==> config.mk <==
export PLATFORM = sky130hd
export DESIGN_NAME = dp_cmp_seq
export DESIGN_NICKNAME = d
export VERILOG_FILES = /design/src/rtl/dp_cmp_seq.sv
export SDC_FILE = /design/constraint.sdc
export NUM_CORES = 1
export LEC_CHECK = 0
export BUFFER_PORTS_ARGS = -buffer_cell sky130_fd_sc_hd__buf_2
export CAP_MARGIN = 30
export CORE_UTILIZATION = 55
export DETAILED_ROUTE_END_ITERATION = 10
export PLACE_DENSITY = 0.77
export SLEW_MARGIN = 15
export SYNTH_ARGS = -nofsm -noshare
export SYNTH_HDL_FRONTEND = slang
export SYNTH_SLANG_ARGS = --single-unit
==> constraint.sdc <==
create_clock -name i_clk -period 3.3 [get_ports i_clk]
set_input_delay 0 -clock i_clk [delete_from_list [all_inputs] [get_ports i_clk]]
set_output_delay 0 -clock i_clk [all_outputs]
set_load 0.01 [all_outputs]
==> src/rtl/dp_cmp_seq.sv <==
// Multi-cycle magnitude comparator: walks two latched operands MS slice first,
// stops at the first unequal slice and reports EQ/GT/LT with a DONE strobe.

// One SLICE-bit compare lane. TOP marks the most significant slice, which is
// the only lane that honours two's-complement mode (sign bit inverted so an
// unsigned compare yields the signed ordering).
module dp_cmp_slice #(
  parameter int SLICE = 8,
  parameter bit TOP   = 1'b0
) (
  input  logic [SLICE-1:0] i_a,
  input  logic [SLICE-1:0] i_b,
  input  logic             i_signed,
  output logic             o_gt,
  output logic             o_lt
);
  logic             w_flip;
  logic [SLICE-1:0] w_ax;
  logic [SLICE-1:0] w_bx;

  assign w_flip = TOP & i_signed;
  assign w_ax   = {i_a[SLICE-1] ^ w_flip, i_a[SLICE-2:0]};
  assign w_bx   = {i_b[SLICE-1] ^ w_flip, i_b[SLICE-2:0]};
  assign o_gt   = (w_ax > w_bx);
  assign o_lt   = (w_ax < w_bx);
endmodule

module dp_cmp_seq #(
  parameter int WIDTH = 32,
  parameter int SLICE = 8,
  parameter int IDXW  = 2
) (
  input  logic             i_clk,
  input  logic             i_rst_n,
  input  logic             i_start,
  input  logic             i_clear,
  input  logic             i_signed,
  input  logic [WIDTH-1:0] i_a,
  input  logic [WIDTH-1:0] i_b,
  output logic             o_busy,
  output logic             o_done,
  output logic             o_eq,
  output logic             o_gt,
  output logic             o_lt,
  output logic [IDXW-1:0]  o_slice_idx
);
  localparam int NSLICE = WIDTH / SLICE;

  typedef enum logic [1:0] {S_IDLE, S_RUN, S_FIN} state_t;

  state_t            r_st, w_st_nxt;
  logic [WIDTH-1:0]  r_a, r_b;
  logic              r_sgn;
  logic [IDXW-1:0]   r_idx;
  logic              r_eq, r_gt, r_lt;

  logic [NSLICE-1:0] w_sl_gt, w_sl_lt;
  logic              w_gt, w_lt;
  logic              w_accept, w_set_eq, w_set_gt, w_set_lt, w_dec;

  // All slices compare in parallel; the sequencer just picks the current one.
  for (genvar g = 0; g < NSLICE; g++) begin : g_slc
    dp_cmp_slice #(.SLICE(SLICE), .TOP(g == NSLICE-1)) u_slc (
      .i_a      (r_a[g*SLICE +: SLICE]),
      .i_b      (r_b[g*SLICE +: SLICE]),
      .i_signed (r_sgn),
      .o_gt     (w_sl_gt[g]),
      .o_lt     (w_sl_lt[g])
    );
  end

  assign w_gt = w_sl_gt[r_idx];
  assign w_lt = w_sl_lt[r_idx];

  // State register.
  always_ff @(posedge i_clk or negedge i_rst_n) begin
    if (!i_rst_n) r_st <= S_IDLE;
    else          r_st <= w_st_nxt;
  end

  // Next state and datapath strobes; CLEAR outranks both START and the slice result.
  always_comb begin
    w_st_nxt = r_st;
    w_accept = 1'b0;
    w_set_eq = 1'b0;
    w_set_gt = 1'b0;
    w_set_lt = 1'b0;
    w_dec    = 1'b0;
    case (r_st)
      S_IDLE: begin
        if (i_start && !i_clear) begin
          w_accept = 1'b1;
          w_st_nxt = S_RUN;
        end
      end
      S_FIN: begin
        if (i_start && !i_clear) begin
          w_accept = 1'b1;
          w_st_nxt = S_RUN;
        end else begin
          w_st_nxt = S_IDLE;
        end
      end
      S_RUN: begin
        if (i_clear) begin
          w_st_nxt = S_IDLE;
        end else if (w_gt) begin
          w_set_gt = 1'b1;
          w_st_nxt = S_FIN;
        end else if (w_lt) begin
          w_set_lt = 1'b1;
          w_st_nxt = S_FIN;
        end else if (r_idx == '0) begin
          w_set_eq = 1'b1;
          w_st_nxt = S_FIN;
        end else begin
          w_dec = 1'b1;
        end
      end
      default: w_st_nxt = S_IDLE;
    endcase
  end

  // Operand/mode latch: only an accepted START loads new values.
  always_ff @(posedge i_clk or negedge i_rst_n) begin
    if (!i_rst_n) begin
      r_a   <= '0;
      r_b   <= '0;
      r_sgn <= 1'b0;
    end else if (w_accept) begin
      r_a   <= i_a;
      r_b   <= i_b;
      r_sgn <= i_signed;
    end
  end

  // Slice index walks down from the top slice while slices match.
  always_ff @(posedge i_clk or negedge i_rst_n) begin
    if (!i_rst_n)      r_idx <= '0;
    else if (w_accept) r_idx <= IDXW'(NSLICE-1);
    else if (w_dec)    r_idx <= r_idx - IDXW'(1);
  end

  // Result flags: cleared on acceptance, then set once and held.
  always_ff @(posedge i_clk or negedge i_rst_n) begin
    if (!i_rst_n) begin
      r_eq <= 1'b0;
      r_gt <= 1'b0;
      r_lt <= 1'b0;
    end else if (w_accept) begin
      r_eq <= 1'b0;
      r_gt <= 1'b0;
      r_lt <= 1'b0;
    end else begin
      if (w_set_eq) r_eq <= 1'b1;
      if (w_set_gt) r_gt <= 1'b1;
      if (w_set_lt) r_lt <= 1'b1;
    end
  end

  assign o_busy      = (r_st == S_RUN);
  assign o_done      = (r_st == S_FIN);
  assign o_eq        = r_eq;
  assign o_gt        = r_gt;
  assign o_lt        = r_lt;
  assign o_slice_idx = r_idx;
endmodule
==> impl_metrics.json, run 1 <==
{
  "drtIter0Drc": 106,
  "ctsHtreeMaxLevel": 3,
  "hold_path_class": "in -> reg",
  "final_cells": 546,
  "finClkSkew_ns": 0.0144,
  "dpl.hpwl_mm": 4.64,
  "rows": 28,
  "clk_pin_slew_ns": 0.07,
  "rsz0062_at_grt": "no",
  "die_width_microns": 82.2,
  "cp-start-kind": "flop",
  "area_delta_synth_final_pct": 38.3,
  "cts_root_buf": "clkbuf_8",
  "die_y_microns": 82.2,
  "portBuffers": 75,
  "finalCritPeriodShare": 0.644,
  "final_util": 0.807,
  "fmax_mhz": 470,
  "fp.coreArea_sq_um": 6060,
  "start_util": 0.584,
  "fill_cells": 366,
  "viasPerCell": 5.14,
  "drtAntennaViolNets": 0,
  "syn_area_sq_um": 3540,
  "timing.final.crit_period_ns": 2.13,
  "num_vias": 2807,
  "status": "finished, final reports clean",
  "grt_use_total": 0.257,
  "grt_max_degree": 105,
  "cts_sinks": 72,
  "finalWirelength_mm": 7.70,
  "synth_warnings": 0,
  "worstPathArrival_ns": 2.39,
  "synth-seq-cells": 72,
  "critical_path_required_ns": 3.56,
  "place_ws_ns": 1.21,
  "cellLeakagePower_nw": 2.32,
  "first_pass_iters": 4,
  "grt_overflow_total": 0,
  "routedWlPerCell_microns": 14.1,
  "finalSetupTns_ns": 0,
  "grt_pass1_wl_mm": 12.8,
  "critPathKind": "reg -> reg",
  "cts_tree": "built",
  "relSlewSlack": 0.716,
  "p_per_area_nw_per_um2": 646,
  "slew_viol_final": 0,
  "syn_area_per_cell_sq_um": 11.0,
  "globalplace.congestion": 0.847,
  "tightest_slew_ns": 0.426,
  "placed_cell_area_sq_um": 3990,
  "fin_area_sq_um": 4890,
  "layout_setup_ws_ns": 1.17,
  "ir_worst_vdd_uv": 387,
  "seq_area_frac_synth": 0.509,
  "synth.lib_cells_used.distinct": 34,
  "mostFrequentLayoutCells": "buf_2, dfrtp_1, dlygate4sd3_1",
  "grt_pass1_vias": 2908,
  "synthCells": 321,
  "max-cap-violations": 0,
  "cp_max_fo": 4,
  "endpoint_kind": "flop",
  "clkLatencyLatePin_ns": 0.34,
  "ioPinCount": 76,
  "hold_viol_final": 0,
  "post-route-drc-count": 0,
  "postCtsSetupBuffers": 0,
  "clock_path_buffers": 2,
  "drive_gt1_frac": 0.291,
  "setup_viol": 0,
  "die-area_sq_um": 6760,
  "nNetsFinal": 567,
  "synth_nets": 423,
  "dp.cells": 462,
  "final_common_cell": "buf_2",
  "antenna_found_initial": 0,
  "numCtsBuffers": 9
}
[repair_timing]
action | CTS | global route
endpoints found under the hold margin | 137 | 0
gates resized for setup | 0 | 0
hold buffers | 66 | 0
[kinds of logic (layout without fill, tap and decap cells)]
kind of cell	Yosys count	count (layout)	share of synthesized area
flops	72	72	0.509
compound gates	68	68	0.118
simple gates	65	65	0.0867
buf+inv	45	194	0.0506
mux	36	36	0.114
fa+ha+maj	33	33	0.117
xor+xnor	2	2	0.00495
other cells	0	1	0
[metrics by stage]
stage               power, W  hold WS [ns]
finish               0.00316        0.0604
global route         0.00340        0.0664
CTS                  0.00317        0.0300
detailed placement   0.00233         0.207
global placement     0.00227         0.202
floorplan            0.00204        -0.296
[power by group]
part           leakage, nW  internal (W)  switching, W
Sequential           0.866       0.00113      0.000126
Combinational         1.35      0.000563      0.000579
Clock                0.106      0.000445      0.000322
[sequential cells by signal, summed over array words and instances (netlist names)]
signal       cells
r_a             32
r_sgn            1
o_slice_idx      2
o_lt             1
r_st             2
o_gt             1
o_eq             1
r_b             32
[worst paths after layout]
kind | slack, ns | to | depth (start not counted) | from
worst max-delay path | 1.17 | o_slice_idx[1] | 8 | r_sgn
worst min-delay path | 0.06 | r_st[1] | 3 | i_clear
worst max register to register | 1.17 | o_slice_idx[1] | 8 | r_sgn
worst min register to register | 0.52 | r_a[29] | 1 | r_a[29]
max in group asynchronous | 2.55 | r_b[18] | 4 | i_rst_n
min in group asynchronous | 0.18 | r_b[27] | 3 | i_rst_n
[critical path, cell delays in order, from the launching register on]
cell and delay [ns]:
dfrtp_1 0.41, xor2_1 0.18, ha_1 0.35, a211oi_2 0.22, o21ai_1 0.11, o221ai_1 0.28, o31ai_4 0.15, nand4_2 0.16
mux2i_1 0.19
[synth_stat cells, drive strengths merged]
cell type  instances  share of area
a22o               1         0.0028
xnor2              1         0.0025
nor3b              1         0.0021
o211ai             4         0.0099
nor2               6         0.0064
nor2b              8          0.015
clkbuf             3         0.0032
o31ai              1         0.0060
xor2               1         0.0025
ha                33           0.12
o221ai             3         0.0074
nor3               2         0.0028
a211oi             2         0.0057
a41oi              1         0.0025
mux2              34           0.11
inv               34          0.036
dfrtp             72           0.51
nand4              9          0.018
nand2             37          0.039
buf                8          0.011
nand2b             2         0.0035
a31oi              1         0.0018
o21ai             39          0.055
mux2i              2         0.0057
a21oi             14          0.021
o21ba              2         0.0057
[per-layer routing]
layer  part of all wire  global-route usage  up-vias
li1                   -                   -     1400
met5                  0                   0        -
met2               0.51               0.445       64
met4              0.026               0.132        0
met3              0.034              0.0462       21
met1               0.43               0.305     1322
[cell type report]
class / count / area (sq um) / share of cell area
clock inverter: 5 / 80.1 / 0.0164
clock buffer: 11 / 141 / 0.0289
sequential: 72 / 1800 / 0.368
inverter: 34 / 128 / 0.0261
antenna: 1 / 2.50 / 0.000512
timing repair buffer: 144 / 1080 / 0.221
tap: 75 / 93.8 / 0.0192
multi-input combinational: 204 / 1560 / 0.319
No activity file was read; power rests on OpenSTA's default activity.
==> run 2, diff against run 1 <==
--- a/config.mk
+++ b/config.mk
@@ -7,9 +7,9 @@
 export LEC_CHECK = 0
 export BUFFER_PORTS_ARGS = -buffer_cell sky130_fd_sc_hd__buf_2
 export CAP_MARGIN = 30
-export CORE_UTILIZATION = 55
+export CORE_UTILIZATION = 54
 export DETAILED_ROUTE_END_ITERATION = 10
-export PLACE_DENSITY = 0.77
+export PLACE_DENSITY = 0.76
 export SLEW_MARGIN = 15
 export SYNTH_ARGS = -nofsm -noshare
 export SYNTH_HDL_FRONTEND = slang
==> constraint.sdc (replaced) <==
create_clock -name i_clk -period 2.1 [get_ports i_clk]
set_input_delay 0 -clock i_clk [delete_from_list [all_inputs] [get_ports i_clk]]
set_output_delay 0 -clock i_clk [all_outputs]
set_load 0.01 [all_outputs]
==> run 2 against run 1 <==
Compared with the run above:
- sequential share of layout area decreased by 0.22 points
- first-iteration DRC count up 40%
- clock-buffer cell count unchanged
- non-clock buffer count increased by 1
- clock power is 62% higher
- utilization decreased by 3.2 points
- setup slack worse by 1.1 ns
- fmax up 4.8%
- combinational power increased by 63%
- largest cell class unchanged
==> impl_metrics.json, run 2 (synthesis results as in run 1) <==
{
  "status": "finished, final reports clean",
  "rows": 29,
  "clk_pin_slew_ns": 0.08,
  "finalWirelength_mm": 7.96,
  "grt_use_total": 0.250,
  "critPathKind": "reg -> reg",
  "drive_gt1_frac": 0.301,
  "timing.final.crit_period_ns": 2.03,
  "ioPinCount": 76,
  "finClkSkew_ns": 0.0115,
  "final_cells": 548,
  "ctsHtreeMaxLevel": 3,
  "ir_worst_vdd_uv": 673,
  "hold_viol_final": 0,
  "n_antenna_cell": 0,
  "nNetsFinal": 568,
  "p_int_w": 0.00341,
  "postCtsSetupBuffers": 0,
  "cts_tree": "built",
  "critical_path_required_ns": 2.36,
  "num_vias": 2814,
  "cts_root_buf": "clkbuf_8",
  "endpoint_kind": "flop",
  "globalplace.congestion": 0.755,
  "final_common_cell": "buf_2",
  "reg.largest.list": "r_a x32, r_b x32",
  "totalPowerFinal_w": 0.00508,
  "hold_path_class": "in -> reg",
  "worstPathArrival_ns": 2.28,
  "clkLatencyLatePin_ns": 0.35,
  "cellLeakagePower_nw": 2.34,
  "viasPerCell": 5.14,
  "area_delta_synth_final_pct": 39.2,
  "p_sw_frac": 0.328,
  "combPwrFrac": 0.366,
  "portBuffers": 75,
  "grt_pass1_vias": 2980,
  "tightest_slew_ns": 0.467,
  "grt_max_degree": 58,
  "start_util": 0.557,
  "hold-worst-slack_ns": 0.0166,
  "clock_path_buffers": 2,
  "dpl.hpwl_mm": 4.84,
  "antenna_found_initial": 0,
  "power_frac_seq": 0.390,
  "fill_cells": 409,
  "max-cap-violations": 0,
  "drtIter0Drc": 148,
  "fp.coreArea_sq_um": 6350,
  "setup_viol": 0,
  "dp.cells": 466,
  "drtAntennaViolNets": 0,
  "first_pass_iters": 4,
  "numCtsBuffers": 9,
  "relSlewSlack": 0.689,
  "p_per_area_nw_per_um2": 1030,
  "fmax_mhz": 493,
  "finalCritPeriodShare": 0.966,
  "cp_max_fo": 4,
  "cts_sinks": 72,
  "power_switching_w": 0.00167,
  "die_width_microns": 82.9,
  "p_clk_frac": 0.245,
  "cp-start-kind": "flop",
  "routedWlPerCell_microns": 14.5,
  "mostFrequentLayoutCells": "buf_2, dfrtp_1, dlygate4sd3_1",
  "die_y_microns": 82.9,
  "grt_pass1_wl_mm": 13.4,
  "grt_overflow_total": 0,
  "slew_viol_final": 0,
  "die-area_sq_um": 6880,
  "post-route-drc-count": 0
}
[run 2: changes by cell type in the layout (fill, tap and decap cells not counted), sizes merged]
cell	delta
diode	-1
clkinvlp	-2
buf	+1
clkinv	+2
[run 2: metrics by stage]
| stage | setup TNS, ns | cell area, sq um | utilization | setup slack, ns |
|---|---|---|---|---|
| finish | 0 | 4920 | 0.775 | 0.0710 |
| global route | -0.0145 | 4920 | 0.775 | -0.00901 |
| CTS | 0 | 4910 | 0.773 | 0.00381 |
| detailed placement | 0 | 4020 | 0.633 | 0.0452 |
| global placement | 0 | 4020 | 0.633 | 0.0773 |
| floorplan | 0 | 3540 | - | 0.157 |
[run 2: final timing paths]
kind,startpoint,endpoint,slack [ns],cells past startpoint
hold reg to reg,r_a[17],r_a[17],0.52,1
min in group asynchronous,i_rst_n,r_a[20],0.13,2
hold / removal,i_clear,r_st[1],0.02,3
max in group asynchronous,i_rst_n,r_b[31],1.23,3
setup / recovery,r_sgn,o_slice_idx[0],0.07,8
setup reg to reg,r_sgn,o_slice_idx[0],0.07,8
[run 2: cell type report]
cell class / instances / area (sq um) / area share
sequential: 72 / 1800 / 0.366
multi-input combinational: 204 / 1580 / 0.320
timing repair buffer: 145 / 1090 / 0.222
clock buffer: 11 / 151 / 0.0308
inverter: 34 / 128 / 0.0259
tap: 77 / 96.3 / 0.0196
clock inverter: 5 / 78.8 / 0.0160
[run 2: repair_timing]
action                     CTS  global route
hold endpoints to repair    84             0
hold buffers                66             0
setup endpoints to repair    0             3
resized for setup            0             5
[run 2: power groups by stage]
| stage | clock (W) | sequential [W] | combinational, W |
|---|---|---|---|
| after detailed placement | 0 | 0.00200 | 0.00167 |
| after global routing | 0.00132 | 0.00202 | 0.00207 |
| final | 0.00124 | 0.00198 | 0.00186 |
| after floorplan | 0 | 0.00195 | 0.00126 |
| after CTS | 0.00126 | 0.00197 | 0.00180 |
| after global placement | 0 | 0.00198 | 0.00162 |
[run 2: critical path: stages (launching register included)]
cell and delay (ns):
dfrtp_1 0.41, xor2_1 0.17, ha_1 0.32, nand4_1 0.14
a21oi_2 0.17, o21ai_1 0.07, a22o_2 0.30, nand4_2 0.14
mux2i_1 0.21
[run 2: layer usage]
layer / vias up / part of all wire / global-route usage
li1: 1397 / - / -
met1: 1323 / 0.44 / 0.299
met2: 72 / 0.50 / 0.437
met3: 22 / 0.034 / 0.0417
met4: 0 / 0.026 / 0.121
met5: - / 0 / 0
==> run 3, diff against run 2 <==
--- a/config.mk
+++ b/config.mk
@@ -5,11 +5,13 @@
 export SDC_FILE = /design/constraint.sdc
 export NUM_CORES = 1
 export LEC_CHECK = 0
+export ABC_AREA = 1
 export BUFFER_PORTS_ARGS = -buffer_cell sky130_fd_sc_hd__buf_2
 export CAP_MARGIN = 30
-export CORE_UTILIZATION = 54
+export CORE_UTILIZATION = 55
 export DETAILED_ROUTE_END_ITERATION = 10
-export PLACE_DENSITY = 0.76
+export MAX_ROUTING_LAYER = met4
+export PLACE_DENSITY = 0.77
 export SLEW_MARGIN = 15
 export SYNTH_ARGS = -nofsm -noshare
 export SYNTH_HDL_FRONTEND = slang
==> run 3 against run 2 <==
Compared with the run above:
- critical path depth is 4 higher
- sequential power is 4% lower
- area after synthesis is 3.5% higher
- worst hold slack better by 0.20 ns
- final cell count is 23% higher
- flip-flop and latch count stayed put
- clock skew hardly changed
==> impl_metrics.json, run 3 <==
{
  "status": "finished, final reports clean",
  "synth-compound-area-share": 0.0745,
  "crit_start": "r_sgn",
  "final_common_cell": "nand2_1",
  "cts_root_buf": "clkbuf_8",
  "first_pass_iters": 4,
  "finClkSkew_ns": 0.0115,
  "rows": 29,
  "portBuffers": 75,
  "hold_viol_final": 0,
  "nNetsFinal": 695,
  "rsz0062_at_grt": "no",
  "cp-start-kind": "flop",
  "crit_chain": "xor2_1, ha_1, a21o_1, nor2_2, nand2_1, nand2_1, nand3_1, nand2_2, nand2_2, nor2_2, nand2_1, a21oi_2",
  "drtAntennaViolNets": 0,
  "synth_edf_count": 0,
  "synth_warnings": 0,
  "grt_use_total": 0.274,
  "numCtsBuffers": 9,
  "endpoint_kind": "flop",
  "combPwrFrac": 0.367,
  "grt_max_degree": 98,
  "hold-worst-slack_ns": 0.220,
  "ir_worst_vdd_uv": 778,
  "relSlewSlack": 0.664,
  "syn_area_sq_um": 3660,
  "synth-async-reset-ratio": 1.00,
  "syn_area_per_cell_sq_um": 8.15,
  "start_util": 0.573,
  "synthXorXnorAreaFrac": 0.00478,
  "die-area_sq_um": 6990,
  "die_y_microns": 83.6,
  "p_sw_frac": 0.349,
  "setup_viol": 0,
  "hold_path_class": "in -> async",
  "p_clk_frac": 0.262,
  "dpl.hpwl_mm": 5.11,
  "finalWirelength_mm": 8.44,
  "rr_startpoint": "r_sgn",
  "max-cap-violations": 0,
  "grt_pass1_wl_mm": 14.9,
  "globalplace.congestion": 0.800,
  "synthCells": 449,
  "dp.cells": 592,
  "grt_overflow_total": 0,
  "r2r-end": "o_eq",
  "worstRegToRegCells": 12,
  "yosys.area_share.simple": 0.246,
  "cp_slowest_cell": "dfrtp_1",
  "cellLeakagePower_nw": 2.76,
  "timing.final.crit_period_ns": 1.99,
  "fp.coreArea_sq_um": 6390,
  "cp_max_fo": 3,
  "critPathKind": "reg -> reg",
  "reg.largest.list": "r_a x32, r_b x32",
  "grt_pass1_vias": 3493,
  "synth_top_family_by_area": "simple AND/OR/NAND/NOR gates",
  "synth-seq-cells": 72,
  "n_antenna_cell": 0,
  "ff2ff_setup_slack_ns": 0.11,
  "synth_top_area_share": 0.492,
  "num_vias": 3307,
  "ioPinCount": 76,
  "clkLatencyLatePin_ns": 0.34,
  "routedWlPerCell_microns": 12.5,
  "viasPerCell": 4.90,
  "synth_commonest_cells": "nand2_1, dfrtp_1, inv_1, ha_1, o21ai_0",
  "synth.area.mux_share": 0,
  "p_int_w": 0.00332,
  "clock_path_buffers": 2,
  "synth.lib_cells_used.distinct": 21,
  "yosys-top-cells-area": "dfrtp_1, nand2_1, ha_1",
  "finalSetupTns_ns": 0,
  "post-route-drc-count": 0,
  "critical_path_required_ns": 2.36,
  "power_switching_w": 0.00178,
  "synth_adder_area_share": 0.113,
  "cts_sinks": 72,
  "ys.flop_type": "dfrtp_1",
  "power_frac_seq": 0.371,
  "synth_top_area_cell": "dfrtp_1",
  "p_per_area_nw_per_um2": 1010,
  "finalCritPeriodShare": 0.946,
  "critPathMaxStageDelay_ns": 0.42,
  "worstPathArrival_ns": 2.25,
  "fmax_mhz": 503,
  "crit_top_cell": "nand2_1",
  "drtIter0Drc": 146,
  "postCtsSetupBuffers": 0,
  "mostFrequentLayoutCells": "nand2_1, buf_2, dfrtp_1",
  "area_delta_synth_final_pct": 38.4,
  "die_width_microns": 83.6,
  "seq_area_frac_synth": 0.492,
  "tightest_slew_ns": 0.504,
  "synth.most_common_cell": "nand2_1",
  "ctsHtreeMaxLevel": 3,
  "antenna_found_initial": 0,
  "slew_viol_final": 0,
  "drive_gt1_frac": 0.187,
  "synth_nets": 551,
  "clk_pin_slew_ns": 0.08,
  "final_cells": 675,
  "cts_tree": "built"
}
==> run 3: changes by cell type in the layout (fill, tap and decap cells not counted), sizes merged, moves of 8 or more <==
cell,before,now
o21ai,39,31
mux2,34,0
nand2,37,193
nor2b,8,0
nor2,6,22
inv,34,52
nand3,0,9
nand4,9,1
==> run 3: power by group through the flow <==
stage          clock network, W  logic [W]  registers [W]
2_1_floorplan                 0    0.00122        0.00190
3_3_place_gp                  0    0.00162        0.00190
3_5_place_dp                  0    0.00170        0.00192
4_1_cts                 0.00135    0.00182        0.00189
5_1_grt                 0.00142    0.00215        0.00194
6_report                0.00134    0.00187        0.00190
==> run 3: metrics by stage <==
stage,setup WS [ns],area (sq um),utilization,power [W]
CTS,0.0763,5050,0.792,0.00506
global placement,0.228,4140,0.648,0.00352
floorplan,0.289,3660,-,0.00312
finish,0.113,5070,0.793,0.00511
global route,0.000638,5070,0.793,0.00550
detailed placement,0.127,4140,0.648,0.00362
==> run 3: cell families after synthesis <==
kind of cell    Yosys count
xor+xnor                  2
buf+inv                  66
compound gates           50
fa+ha+maj                33
simple gates            226
flops                    72
==> run 3: worst max-delay path: cells and delay by family (launching register included) <==
family	cells	cell delay, ns
XOR/XNOR	1	0.18
flip-flops	1	0.42
adder cells (fa/ha/maj)	1	0.31
AO/OA/AOI/OAI	2	0.32
AND/OR/NAND/NOR	8	0.69
==> run 3: repair_timing <==
item	4_1_cts	5_1_grt
endpoints found under the hold margin	138	0
hold buffers	67	0
endpoints found under the setup margin	0	4
resized for setup	0	2
==> run 3: layout make-up <==
| class | instances | area (sq um) |
|---|---|---|
| Tap cell | 77 | 96.3 |
| Fill cell | 412 | 1320 |
| Clock inverter | 5 | 104 |
| Inverter | 52 | 195 |
| Multi-Input combinational cell | 311 | 1620 |
| Sequential cell | 72 | 1800 |
| Timing Repair Buffer | 147 | 1110 |
| Clock buffer | 11 | 141 |
==> run 3: metal layers <==
layer / GRT usage / vias to the layer above / share of wire
li1: - / 1679 / -
met4: 0.114 / 0 / 0.023
met1: 0.319 / 1530 / 0.43
met2: 0.472 / 81 / 0.51
met5: - / - / 0
met3: 0.0465 / 17 / 0.038
==> run 3: how the worst max path moves through the flow <==
stage               slack [ns]        endpoint
floorplan                 0.29  o_slice_idx[0]
global placement          0.23  o_slice_idx[0]
detailed placement        0.13  o_slice_idx[0]
CTS                       0.08  o_slice_idx[0]
global route            0.0006            o_eq
finish                    0.11            o_eq
